**src/rtl/uart_transmitter.sv**
```systemverilog
// UART transmitter: byte FIFO feeding an 8N1 serial framer.
// Each bit lasts CLOCKS_PER_BIT cycles and serial_tx is driven from a register.
module uart_transmitter #(
  parameter int CLOCKS_PER_BIT = 5,
  parameter int FIFO_DEPTH     = 4
) (
  input  logic                          clock,
  input  logic                          reset,
  input  logic                          data_valid,
  input  logic [7:0]                    data,
  output logic                          data_ready,
  output logic                          serial_tx,
  output logic                          busy,
  output logic [$clog2(FIFO_DEPTH):0]   fifo_count
);

  localparam int PTR_W  = $clog2(FIFO_DEPTH);
  localparam int BAUD_W = $clog2(CLOCKS_PER_BIT);
  localparam logic [BAUD_W-1:0] BAUD_LAST = BAUD_W'(CLOCKS_PER_BIT - 1);
  localparam logic [PTR_W:0]    FIFO_FULL = (PTR_W + 1)'(FIFO_DEPTH);

  typedef enum logic [1:0] {IDLE, START, DATA, STOP} tx_state_t;

  logic [7:0]        fifo_mem [FIFO_DEPTH];
  logic [PTR_W-1:0]  wr_ptr;
  logic [PTR_W-1:0]  rd_ptr;
  logic [PTR_W:0]    count_q;
  logic              push;
  logic              pop;

  tx_state_t         state, state_next;
  logic [BAUD_W-1:0] baud_cnt, baud_next;
  logic [2:0]        bit_idx, bit_next;
  logic [7:0]        shift_reg, shift_next;
  logic              tx_q, tx_next;

  // Readiness depends only on the registered count, never on a same-cycle pop.
  assign data_ready = (count_q < FIFO_FULL);
  assign push       = data_valid && data_ready;
  assign fifo_count = count_q;
  assign serial_tx  = tx_q;
  assign busy       = (state != IDLE) || (count_q != '0);

  // Storage array; contents are don't-care until written, so it needs no reset.
  always_ff @(posedge clock) begin
    if (push) begin
      fifo_mem[wr_ptr] <= data;
    end
  end

  // Pointers wrap naturally because the depth is a power of two.
  always_ff @(posedge clock or posedge reset) begin
    if (reset) begin
      wr_ptr  <= '0;
      rd_ptr  <= '0;
      count_q <= '0;
    end else begin
      if (push) begin
        wr_ptr <= wr_ptr + 1'b1;
      end
      if (pop) begin
        rd_ptr <= rd_ptr + 1'b1;
      end
      case ({push, pop})
        2'b10:   count_q <= count_q + 1'b1;
        2'b01:   count_q <= count_q - 1'b1;
        default: count_q <= count_q;
      endcase
    end
  end

  // Framer state register; reset aborts any frame and forces the line high.
  always_ff @(posedge clock or posedge reset) begin
    if (reset) begin
      state     <= IDLE;
      baud_cnt  <= '0;
      bit_idx   <= '0;
      shift_reg <= '0;
      tx_q      <= 1'b1;
    end else begin
      state     <= state_next;
      baud_cnt  <= baud_next;
      bit_idx   <= bit_next;
      shift_reg <= shift_next;
      tx_q      <= tx_next;
    end
  end

  // Next-state logic; tx_next is the level the line takes after the coming edge.
  always_comb begin
    state_next = state;
    baud_next  = baud_cnt;
    bit_next   = bit_idx;
    shift_next = shift_reg;
    tx_next    = tx_q;
    pop        = 1'b0;

    case (state)
      IDLE: begin
        tx_next = 1'b1;
        if (count_q != '0) begin
          pop        = 1'b1;
          shift_next = fifo_mem[rd_ptr];
          state_next = START;
          tx_next    = 1'b0;
          baud_next  = '0;
          bit_next   = '0;
        end
      end

      START: begin
        if (baud_cnt == BAUD_LAST) begin
          baud_next  = '0;
          bit_next   = '0;
          state_next = DATA;
          tx_next    = shift_reg[0];
          shift_next = {1'b1, shift_reg[7:1]};
        end else begin
          baud_next = baud_cnt + 1'b1;
        end
      end

      DATA: begin
        if (baud_cnt == BAUD_LAST) begin
          baud_next = '0;
          if (bit_idx == 3'd7) begin
            state_next = STOP;
            tx_next    = 1'b1;
          end else begin
            bit_next   = bit_idx + 3'd1;
            tx_next    = shift_reg[0];
            shift_next = {1'b1, shift_reg[7:1]};
          end
        end else begin
          baud_next = baud_cnt + 1'b1;
        end
      end

      STOP: begin
        if (baud_cnt == BAUD_LAST) begin
          baud_next = '0;
          bit_next  = '0;
          if (count_q != '0) begin
            pop        = 1'b1;
            shift_next = fifo_mem[rd_ptr];
            state_next = START;
            tx_next    = 1'b0;
          end else begin
            state_next = IDLE;
            tx_next    = 1'b1;
          end
        end else begin
          baud_next = baud_cnt + 1'b1;
        end
      end

      default: begin
        state_next = IDLE;
        tx_next    = 1'b1;
      end
    endcase
  end

endmodule

```
**config.mk**
```make
export PLATFORM = sky130hd
export DESIGN_NAME = uart_transmitter
export DESIGN_NICKNAME = d
export VERILOG_FILES = /design/src/rtl/uart_transmitter.sv
export SDC_FILE = /design/constraint.sdc
export NUM_CORES = 1
export LEC_CHECK = 0
export BUFFER_PORTS_ARGS = -buffer_cell sky130_fd_sc_hd__buf_2
export CORE_MARGIN = 2
export CORE_UTILIZATION = 67
export CTS_BUF_LIST = sky130_fd_sc_hd__clkbuf_2
export CTS_CLUSTER_SIZE = 20
export DETAILED_ROUTE_END_ITERATION = 10
export HOLD_SLACK_MARGIN = 0.02
export PLACE_DENSITY = 0.88
export SKIP_CTS_REPAIR_TIMING = 1
export SLEW_MARGIN = 15
export SYNTH_ARGS = -nofsm -noshare
export SYNTH_HDL_FRONTEND = slang
export SYNTH_SLANG_ARGS = --single-unit
```
**constraint.sdc**
```tcl
create_clock -name clock -period 6.95 [get_ports clock]
set_clock_uncertainty 0.05 [all_clocks]
set_input_delay 0 -clock clock [delete_from_list [all_inputs] [get_ports clock]]
set_output_delay 0 -clock clock [all_outputs]
set_load 0.01 [all_outputs]
```
### Word level (Yosys, flattened, before mapping)

Memories as Yosys holds them, arrays and structs flattened.
Index checks and enable logic that the tools add are counted.
W data, S select, Z words.

| storage, ports and cells | value |
|---|---|
| output and inout port bits | 6 |
| memory bits (writable) | 32 |
| latch bits | 0 |
| input bits | 11 |
| memories kept | 1 |
| register bits | 24 |
| memory bits (read-only) | 0 |

| operators by class | value |
|---|---|
| shifts and indexed selects | 0 |
| $mul | 0 |
| mux-type cells | 32 |
| equal/unequal tests | 14 |
| $lt $le $gt $ge | 1 |
| divide/modulo/power cells | 0 |
| add/sub/neg operators | 6 |
| reduce and logical (&&, ||, !) cells | 12 |
| bitwise gates (word level) | 0 |

Memory list:

| memory | depth | bits a word | rd ports | clocked after memory_dff | write ports | line | source |
|---|---|---|---|---|---|---|---|
| fifo_mem | 4 | 8 | 1 | 0 | 1 | 24 | `logic [7:0] fifo_mem [FIFO_DEPTH];` |

Operators by type and width:

| kind | number |
|---|---|
| $mux W8 | 5 |
| $pmux W8 S4 | 1 |
| $mux W3 | 5 |
| $ne A2 B2 Y1 const B | 6 |
| $pmux W3 S2 | 2 |
| $mux W1 | 10 |
| $mux W2 | 5 |
| $add A3 B1 Y3 const B | 3 |
| $pmux W3 S3 | 1 |
| $pmux W2 S4 | 1 |
| $reduce_and A4 Y1 | 2 |
| $eq A2 B2 Y1 const B | 3 |
| $eq A3 B3 Y1 const B | 2 |
| $reduce_and A5 Y1 | 1 |
| $add A2 B1 Y2 const B | 2 |
| $eq A2 B1 Y1 const B | 2 |
| $pmux W1 S4 | 1 |
| $reduce_bool A2 Y1 | 2 |
| $lt A3 B3 Y1 const B | 1 |
| $reduce_and A3 Y1 | 1 |
| $reduce_bool A3 Y1 | 1 |
| $reduce_or A3 Y1 | 1 |
| $sub A3 B1 Y3 const B | 1 |
| $logic_not A2 Y1 | 1 |
| 5 further kinds | 5 |

### Depth between registers and ports, before layout

Gate-level depths: netlist (run 1).

| logic depth | value |
|---|---|
| depth after elaboration | 6 |
| gate-level depth with buffers | 10 |
| depth with buffers taken out | 10 |

### Least setup slack after synthesis (run 1)

OpenSTA, ideal clock, no wires.

| path | value |
|---|---|
| path kind | reg-to-reg |
| start point | register state[0] |
| end point | register count_q[2] (netlist: fifo_count[2]) |
| data required time | 6.820 ns |
| arrival time | 2.147 ns |
| cell stages (with the launch flop) | 10 |
| slack | 4.673 ns |
| period minus slack after synthesis | 2.277 ns |
| path through | dfrtp_1 inv_1 ha_1 nor3_1 ha_1 inv_1 fa_1 xor2_1 nor2_1 xnor2_1 |

| on the way | value |
|---|---|
| longest elaborated chain between the ends | 4 |
| elaborated cells on any way between the ends | 7 |

Ends and longest elaborated chain:

| item | line | source |
|---|---|---|
| start: declaration | 31 | `tx_state_t state, state_next;` |
| start signal: assignment | 81 | `state <= state_next;` |
| $eq A2 B2 Y1 or $logic_not A2 Y1 (tied branches) | 98 | `case (state)` |
| $pmux W1 S2 * | 98 |  |
| net pop | 29 | `logic pop;` |
| $eq A2 B1 Y1 or $eq A2 B2 Y1 (tied branches) | 64 | `case ({push, pop})` |
| $pmux W3 S2 or $reduce_bool A2 Y1 (tied branches) | - |  |
| end signal: assignment | 65 | `2'b10: count_q <= count_q + 1'b1;` |
| end signal: assignment | 66 | `2'b01: count_q <= count_q - 1'b1;` |
| end signal: assignment | 67 | `default: count_q <= count_q;` |
| end: declaration | 27 | `logic [PTR_W:0] count_q;` |

The timed path passes the listed nets; every way through them passes the cells marked *.
A chain may end at the register's enable or synchronous reset.

### Worst setup path in the final report (run 1)

Ends and elaborated chain as after synthesis.

==> results of run 1 <==
==> synthesized netlist by cell type (all sizes together), types with 3 or more instances <==
cell type	number
o21ai	7
xnor2	4
mux2	14
ha	14
nand2	10
nor2	12
and2	5
a222oi	7
inv	15
edfxtp	32
dfrtp	23
nor3	3
a21oi	8
buf	3
==> path summary, 6_finish.rpt <==
kind                                        start                   endpoint  slack (ns)  cells past startpoint
max in group asynchronous                   reset   shift_reg[1]$_DFFE_PP0P_        6.10                      3
hold reg to reg            bit_idx[0]$_DFFE_PP0P_     bit_idx[0]$_DFFE_PP0P_        0.47                      1
setup / recovery             state[0]$_DFFE_PP0P_  fifo_count[2]$_DFFE_PP0P_        4.15                      9
min in group clock                        data[3]   fifo_mem[1][3]$_DFFE_PP_        0.22                      2
hold / removal                              reset   shift_reg[7]$_DFFE_PP0P_        0.17                      3
setup reg to reg             state[0]$_DFFE_PP0P_  fifo_count[2]$_DFFE_PP0P_        4.15                      9
==> area by class of cell <==
cell class                      instances  area, um^2
Clock buffer                            5        25.0
Clock inverter                          3        46.3
Fill cell                             219         828
Inverter                               15        56.3
Multi-Input combinational cell        108         902
Sequential cell                        56        1560
Tap cell                               48        60.1
Timing Repair Buffer                   26         180
==> placed cells by master (no fill, tap or decap), types with 2 or more instances in the layout <==
cell and count:
sky130_fd_sc_hd__edfxtp_1 32, sky130_fd_sc_hd__dfrtp_1 23, sky130_fd_sc_hd__buf_2 16, sky130_fd_sc_hd__inv_1 15, sky130_fd_sc_hd__mux2_2 14, sky130_fd_sc_hd__ha_1 14, sky130_fd_sc_hd__nand2_1 10, sky130_fd_sc_hd__dlygate4sd3_1 10
sky130_fd_sc_hd__nor2_1 9, sky130_fd_sc_hd__a222oi_1 7, sky130_fd_sc_hd__o21ai_0 6, sky130_fd_sc_hd__and2_1 5, sky130_fd_sc_hd__a21oi_1 5, sky130_fd_sc_hd__clkbuf_2 5, sky130_fd_sc_hd__xnor2_1 4, sky130_fd_sc_hd__nor3_1 3
sky130_fd_sc_hd__nor2_2 3, sky130_fd_sc_hd__a21oi_2 3, sky130_fd_sc_hd__a31oi_1 2, sky130_fd_sc_hd__xor2_1 2, sky130_fd_sc_hd__nor2b_1 2, sky130_fd_sc_hd__a22o_1 2
==> through the flow <==
stage	cell area [um^2]	worst slack [ns]	hold WS, ns	cells	power [mW]
2_1_floorplan	2550	4.67	-0.0361	184	0.964
3_3_place_gp	2660	4.45	0.157	243	1.03
3_5_place_dp	2660	4.30	0.165	243	1.09
4_1_cts	2730	4.20	-0.353	251	1.25
5_1_grt	2830	3.99	0.198	261	1.35
6_report	2830	4.15	0.172	261	1.26
==> cell families (layout without fill, tap and decap cells) <==
family | after synthesis | in the layout | share of synthesized area, %
flip-flops | 56 | 56 | 61.3
AND/OR/NAND/NOR | 38 | 38 | 7.90
AO/OA/AOI/OAI | 33 | 33 | 10.3
buffers and inverters | 20 | 49 | 3.34
multiplexers | 16 | 16 | 7.46
adder cells (fa/ha/maj) | 15 | 15 | 7.65
XOR/XNOR | 6 | 6 | 2.06
==> power by group through the flow <==
stage | Clock [mW] | Sequential (mW) | Combinational [mW]
after floorplan | 0 | 0.507 | 0.457
after global placement | 0 | 0.527 | 0.505
after detailed placement | 0 | 0.536 | 0.552
after CTS | 0.166 | 0.528 | 0.561
after global routing | 0.180 | 0.540 | 0.625
final | 0.166 | 0.529 | 0.563
==> worst register-to-register path, stage by stage (launching register included) <==
cell	delay [ns]
sky130_fd_sc_hd__dfrtp_1	0.49
sky130_fd_sc_hd__inv_1	0.10
sky130_fd_sc_hd__ha_1	0.50
sky130_fd_sc_hd__nor3_1	0.50
sky130_fd_sc_hd__ha_1	0.28
sky130_fd_sc_hd__inv_1	0.07
sky130_fd_sc_hd__fa_1	0.38
sky130_fd_sc_hd__xor2_1	0.15
sky130_fd_sc_hd__nor2_1	0.11
sky130_fd_sc_hd__xnor2_1	0.12
==> layer usage <==
layer  routed length [um]  part of all wire (%)
met5                    0                     0
met4                   80                   1.7
met3                  171                   3.6
met2                 2720                    57
met1                 1800                    38
==> results.cfg, run 1 <==
[outcome]
status = finished, final reports clean

[clock_network]
clock_tree.buffer_depth = 2
cts_made_buffers = 5
clk_transition_reported_paths_ns = 0.30
clk_latency_ns = 0.47
root_buffer = sky130_fd_sc_hd__clkbuf_2
tritoncts_num_sinks = 56
cts.htree.levels = 2
clock_tree_from_tritoncts = done

[setup_path]
worst_ep_arrival_time_ns = 3.18
timing.critical_path.slowest_stage_cell = sky130_fd_sc_hd__ha_1
path_max_fanout = 14
worstPathRequired_ns = 7.33
timing.critical_path.from_type = register
cp_num_buf_inv = 2
critical-path-top-delay-family = adder cells
critical_path.cell_chain = inv_1 > ha_1 > nor3_1 > ha_1 > inv_1 > fa_1 > xor2_1 > nor2_1 > xnor2_1
setup.worst_path.end_class = register
cpPeakStageDelay_ns = 0.50
worstSetupPathType = register to register

[synth]
post_synth_num_cell_types = 40
synth.net_count = 210
netlist.area_leader.share_pct = 37.7
dominantRegCellSynth = sky130_fd_sc_hd__edfxtp_1
ys_seq_elements = 56
yosysWarnings = 0
synth-seq-area-share_pct = 61.3
yosys.area.top_type = sky130_fd_sc_hd__edfxtp_1
postSynthAreaPerCell_um2 = 13.9
syn_inst = 184
synth-edff-count = 32
largest_cells_by_area_after_synthesis = sky130_fd_sc_hd__edfxtp_1 (38%), sky130_fd_sc_hd__dfrtp_1 (23%), sky130_fd_sc_hd__ha_1 (6.9%)
postSynth.asyncResetShare_pct = 42.9
post_synth_instance_area_um2 = 2550

[floorplanning]
die_height_um = 65.7
top_level_ports = 17
design.core.area_um2 = 3660
floorplan.initialDensity_pct = 69.7
num_rows = 22
die_area_um2 = 4320
die_w_um = 65.7

[sta]
achievable-frequency_mhz = 357
finalMaxSlewViolations = 0
post-route-min-period_ns = 2.80
timing.slew.headroom_pct = 37.8
finalSetupViolations = 0
final_min_period_over_clock_period_pct = 40.3
timing_worst_slew_pin_value_ns = 0.932
final-hold-violation-count = 0
rsz0062_at_grt = false
timing.setup.tns_ns = 0

[flow_run]
timing.max_cap.violations = 0

[power]
powerDensity_nw_per_um2 = 444
clock_power_share_pct = 13.2
part_of_the_total_power_dissipated_in_combinational_logic_pct = 44.7
power.ir.vdd_worst_mv = 0.273
seq_power_share_pct = 42.0
swShare_pct = 39.5
power.leakage_nw = 1.12
switching_power_of_the_nets_mw = 0.497
power_report.internal_total_mw = 0.761

[placement]
post-dp-hpwl_mm = 3.13
input_output_buffers = 16
gp_congestion = 0.790

[detailed_routing]
antenna_viol_nets_final = 0
wl_per_cell_um = 18.3
dr_total_vias = 1548
drt_drc_violations_left = 0
avgViaCountPerCell = 5.93
violation_count_after_the_first_detailed_route_iteration = 129
route.final.wire_length_mm = 4.78
firstDrtPassIters = 5

[global_route]
track_usage_pct = 23.6
use_met3_pct = 4.79
grt_pass1_wl_mm = 7.30
busiest_layer = met2
grt_start_max_net_pins = 25
m1_gr_usage_pct = 25.7
vias_in_the_first_global_route = 1569
grt-ovfl-total = 0
antenna_found_initial = 0
globalRouteMet2Util_pct = 44.8

[final_layout]
largest_reg_flops = 32
core_util_final_pct = 77.4
antenna_cells = 0
post_synthesis_to_final_layout_area_growth_pct = 11.1
drive_above_1_share_pct = 23.9
nets = 238

[min_path]
class_of_the_most_critical_hold_timing_path = input port to async pin
Note: power is estimated with default switching activity, not from simulation.
==> run 2: changes to the inputs <==
Settings changed: CORE_UTILIZATION 67 to 62, PLACE_DENSITY 0.88 to 0.82.
Clock period 6.95 ns to 2.84 ns, I/O delays scaled along.
==> results.cfg, run 2 (same netlist as run 1, synthesis figures left out) <==
[setup_path]
setup.worst_path.end_class = register
worstPathRequired_ns = 3.17
timing.critical_path.from_type = register
worstSetupPathType = register to register
path_max_fanout = 5
worst_ep_arrival_time_ns = 2.85

[sta]
timing.setup.tns_ns = 0
timing.slew.headroom_pct = 38.0
achievable-frequency_mhz = 398
finalMaxSlewViolations = 0
finalSetupViolations = 0
rsz0062_at_grt = false
final-hold-violation-count = 0
timing_worst_slew_pin_value_ns = 0.929
final_min_period_over_clock_period_pct = 88.6
post-route-min-period_ns = 2.52

[power]
power_report.internal_total_mw = 1.86
power.ir.vdd_worst_mv = 0.521
switching_power_of_the_nets_mw = 1.17
clock_power_share_pct = 12.5
swShare_pct = 38.6
part_of_the_total_power_dissipated_in_combinational_logic_pct = 45.0
power.leakage_nw = 1.12
powerDensity_nw_per_um2 = 1070
seq_power_share_pct = 42.5

[placement]
gp_congestion = 0.792
post-dp-hpwl_mm = 2.92
input_output_buffers = 16

[detailed_routing]
drt_drc_violations_left = 0
firstDrtPassIters = 5
antenna_viol_nets_final = 0
route.final.wire_length_mm = 4.39
violation_count_after_the_first_detailed_route_iteration = 127
avgViaCountPerCell = 5.80
wl_per_cell_um = 16.6
dr_total_vias = 1530

[floorplanning]
floorplan.initialDensity_pct = 64.2
num_rows = 23
die_w_um = 68.1
top_level_ports = 17
design.core.area_um2 = 3970
die_area_um2 = 4640
die_height_um = 68.1

[clock_network]
clock_tree.buffer_depth = 2
clock_tree_from_tritoncts = done
clk_latency_ns = 0.43
tritoncts_num_sinks = 56
clk_transition_reported_paths_ns = 0.27
root_buffer = sky130_fd_sc_hd__clkbuf_2
cts_made_buffers = 5
cts.htree.levels = 2

[final_layout]
multi_input_gate_area_in_the_final_layout_um2 = 902
layout_commonest_cell = sky130_fd_sc_hd__edfxtp_1
post_synthesis_to_final_layout_area_growth_pct = 11.3
final_cell_mix = sky130_fd_sc_hd__edfxtp_1 (32), sky130_fd_sc_hd__dfrtp_1 (23), sky130_fd_sc_hd__buf_2 (16), sky130_fd_sc_hd__inv_1 (15)
drive_above_1_share_pct = 23.8
layout.filler_cells = 281
core_util_final_pct = 71.5
largest_reg_flops = 32
nets = 239
sequential_cell_area_um2 = 1560
antenna_cells = 0

[global_route]
grt_pass1_wl_mm = 7.04
grt-ovfl-total = 0
vias_in_the_first_global_route = 1581
track_usage_pct = 21.1
grt_start_max_net_pins = 25
antenna_found_initial = 0

[flow_run]
timing.max_cap.violations = 0

[outcome]
status = finished, final reports clean

[min_path]
class_of_the_most_critical_hold_timing_path = input port to async pin
==> run 2: cell count changes in the layout (fill, tap and decap cells not counted) <==
cell and change:
sky130_fd_sc_hd__buf_4 +1, sky130_fd_sc_hd__clkinv_1 +1, sky130_fd_sc_hd__clkinv_4 +1, sky130_fd_sc_hd__clkinvlp_4 -1, sky130_fd_sc_hd__inv_6 -1
==> run 2: cell type report <==
| type | count | area share (%) |
|---|---|---|
| Tap cell | 50 | 2.20 |
| Sequential cell | 56 | 55.0 |
| Inverter | 15 | 1.98 |
| Multi-Input combinational cell | 108 | 31.8 |
| Clock buffer | 5 | 0.881 |
| Timing Repair Buffer | 27 | 6.61 |
| Clock inverter | 3 | 1.50 |
==> run 2: final timing paths <==
| check | start | end | slack, ns | cells after the start |
|---|---|---|---|---|
| setup / recovery | state[0]$_DFFE_PP0P_ | fifo_count[2]$_DFFE_PP0P_ | 0.32 | 9 |
| hold reg to reg | bit_idx[0]$_DFFE_PP0P_ | bit_idx[0]$_DFFE_PP0P_ | 0.45 | 1 |
| setup reg to reg | state[0]$_DFFE_PP0P_ | fifo_count[2]$_DFFE_PP0P_ | 0.32 | 9 |
| min in group clock | data[1] | fifo_mem[2][1]$_DFFE_PP_ | 0.24 | 2 |
| hold / removal | reset | bit_idx[0]$_DFFE_PP0P_ | 0.21 | 3 |
| max in group asynchronous | reset | shift_reg[4]$_DFFE_PP0P_ | 1.93 | 3 |
==> run 2: through the flow <==
stage | worst slack [ns] | power (mW) | instances | instance area [um^2] | hold WS [ns]
after floorplan | 0.563 | 2.36 | 184 | 2550 | -0.0361
after global placement | 0.534 | 2.55 | 246 | 2670 | 0.157
after detailed placement | 0.408 | 2.65 | 246 | 2670 | 0.165
after CTS | 0.350 | 3.03 | 254 | 2740 | -0.326
after global routing | 0.119 | 3.27 | 264 | 2840 | 0.202
final | 0.325 | 3.04 | 264 | 2840 | 0.215
==> run 2: worst max-delay path: stages, from the launching register on <==
cell	delay (ns)
sky130_fd_sc_hd__dfrtp_1	0.49
sky130_fd_sc_hd__inv_1	0.11
sky130_fd_sc_hd__ha_1	0.31
sky130_fd_sc_hd__nor3_1	0.36
sky130_fd_sc_hd__ha_1	0.27
sky130_fd_sc_hd__inv_1	0.06
sky130_fd_sc_hd__fa_1	0.37
sky130_fd_sc_hd__xor2_1	0.16
sky130_fd_sc_hd__nor2_1	0.14
sky130_fd_sc_hd__xnor2_1	0.13
==> run 2: metal layers <==
| metal | vias to the layer above | global-route usage (%) | share of wire (%) |
|---|---|---|---|
| li1 | 734 | - | - |
| met1 | 765 | 24.7 | 43 |
| met2 | 25 | 38.2 | 53 |
| met3 | 6 | 4.93 | 2.6 |
| met4 | 0 | 6.75 | 1.2 |
| met5 | - | 0 | 0 |
==> run 2: power groups by stage <==
| stage | sequential, mW | clock (mW) | combinational (mW) |
|---|---|---|---|
| floorplan | 1.24 | 0 | 1.12 |
| CTS | 1.29 | 0.390 | 1.35 |
| global placement | 1.29 | 0 | 1.26 |
| detailed placement | 1.31 | 0 | 1.33 |
| finish | 1.29 | 0.381 | 1.36 |
| global route | 1.33 | 0.426 | 1.52 |
==> run 3: changes to the inputs <==
Settings changed: CORE_UTILIZATION 62 to 53, PLACE_DENSITY 0.82 to 0.72.
==> results.cfg, run 3 (same netlist as run 1, synthesis figures left out) <==
[detailed_routing]
drt_drc_violations_left = 0
dr_total_vias = 1509
firstDrtPassIters = 8
violation_count_after_the_first_detailed_route_iteration = 64
antenna_viol_nets_final = 0
wl_per_cell_um = 16.0
route.final.wire_length_mm = 4.28
avgViaCountPerCell = 5.63

[sta]
post-route-min-period_ns = 2.50
final_min_period_over_clock_period_pct = 88.1
final-hold-violation-count = 0
timing.final.ws_setup_ns = 0.337
achievable-frequency_mhz = 399
timing_worst_slew_pin_value_ns = 0.942
finalHoldWorstSlack_ns = 0.212
timing.setup.tns_ns = 0
rsz0062_at_grt = false
timing.slew.headroom_pct = 37.1
finalMaxSlewViolations = 0
finalSetupViolations = 0

[final_layout]
drive_above_1_share_pct = 23.8
post_synthesis_to_final_layout_area_growth_pct = 11.5
layout_commonest_cell = sky130_fd_sc_hd__edfxtp_1
sequential_cell_area_um2 = 1560
post_route_cell_area_um2 = 2840
nets = 239
final_cell_mix = sky130_fd_sc_hd__edfxtp_1 (32), sky130_fd_sc_hd__dfrtp_1 (23), sky130_fd_sc_hd__buf_2 (16), sky130_fd_sc_hd__inv_1 (15)
multi_input_gate_area_in_the_final_layout_um2 = 902
core_util_final_pct = 60.6
layoutNonFillerInstCount = 268
layout.filler_cells = 385
antenna_cells = 0
largest_reg_flops = 32

[setup_path]
worstSetupPathType = register to register
worstPathRequired_ns = 3.19
worst_ep_arrival_time_ns = 2.86
r2r_cells = 9
crit-reg2reg-launch = state[0]$_DFFE_PP0P_
crit-reg2reg-capture = fifo_count[2]$_DFFE_PP0P_
timing.critical_path.from_type = register
setup.worst_path.end_class = register
path_max_fanout = 5
rrSetupSlack_ns = 0.34

[global_route]
grt-ovfl-total = 0
grt_pass1_wl_mm = 7.27
grt_start_max_net_pins = 25
use_met3_pct = 4.25
m1_gr_usage_pct = 21.1
busiest_layer = met2
globalRouteMet2Util_pct = 32.0
antenna_found_initial = 0
track_usage_pct = 18.0
vias_in_the_first_global_route = 1583

[clock_network]
cts.htree.levels = 2
clock_tree_from_tritoncts = done
root_buffer = sky130_fd_sc_hd__clkbuf_2
clock_tree.buffer_depth = 2
tritoncts_num_sinks = 56
clk_transition_reported_paths_ns = 0.27
cts_made_buffers = 5
clk_latency_ns = 0.44

[placement]
input_output_buffers = 16
place_inst = 250
place_worst_setup_slack_ns = 0.396
gp_congestion = 0.763
post-dp-hpwl_mm = 3.01
placed_cell_area_um2 = 2680

[floorplanning]
num_rows = 25
die_w_um = 73.4
floorplan.initialDensity_pct = 54.3
top_level_ports = 17
die_area_um2 = 5380
design.core.area_um2 = 4690
die_height_um = 73.4

[power]
powerDensity_nw_per_um2 = 1060
power_mw = 3.02
power.ir.vdd_worst_mv = 0.441
power.leakage_nw = 1.12

[min_path]
class_of_the_most_critical_hold_timing_path = input port to async pin

[outcome]
status = finished, final reports clean

[flow_run]
timing.max_cap.violations = 0
==> run 3: cell type report <==
class                   instances  share of cell area (%)
clock buffers                   5                   0.880
clock inverters                 3                    1.50
inverters                      15                    1.98
multi-input cells             108                    31.7
flip-flops and latches         56                    54.9
well taps                      54                    2.38
repair buffers                 27                    6.60
==> run 3: worst max-delay path: stages, from the launching register on <==
cell and delay, ns:
sky130_fd_sc_hd__dfrtp_1 0.49, sky130_fd_sc_hd__inv_1 0.10, sky130_fd_sc_hd__ha_1 0.32, sky130_fd_sc_hd__nor3_1 0.39
sky130_fd_sc_hd__ha_1 0.27, sky130_fd_sc_hd__inv_1 0.06, sky130_fd_sc_hd__fa_1 0.38, sky130_fd_sc_hd__xor2_1 0.15
sky130_fd_sc_hd__nor2_1 0.14, sky130_fd_sc_hd__xnor2_1 0.13
==> run 3: layer usage <==
layer,part of all wire (%),vias up
li1,-,727
met2,55,22
met1,41,753
met4,1.6,0
met3,3.0,7
met5,0,-
==> run 3: worst max-delay path by stage <==
stage	start	endpoint	cells after the start
final	state[0]$_DFFE_PP0P_	fifo_count[2]$_DFFE_PP0P_	9
after CTS	state[0]$_DFFE_PP0P_	fifo_count[2]$_DFFE_PP0P_	9
after global routing	state[0]$_DFFE_PP0P_	fifo_count[2]$_DFFE_PP0P_	9
after floorplan	state[0]$_DFFE_PP0P_	fifo_count[2]$_DFFE_PP0P_	9
after detailed placement	state[0]$_DFFE_PP0P_	fifo_count[2]$_DFFE_PP0P_	9
after global placement	state[0]$_DFFE_PP0P_	fifo_count[2]$_DFFE_PP0P_	9
==> run 3: power by group <==
part           internal [mW]  switching [mW]
Clock                  0.148           0.238
Sequential              1.10           0.189
Combinational          0.617           0.730
Total                   1.86            1.16
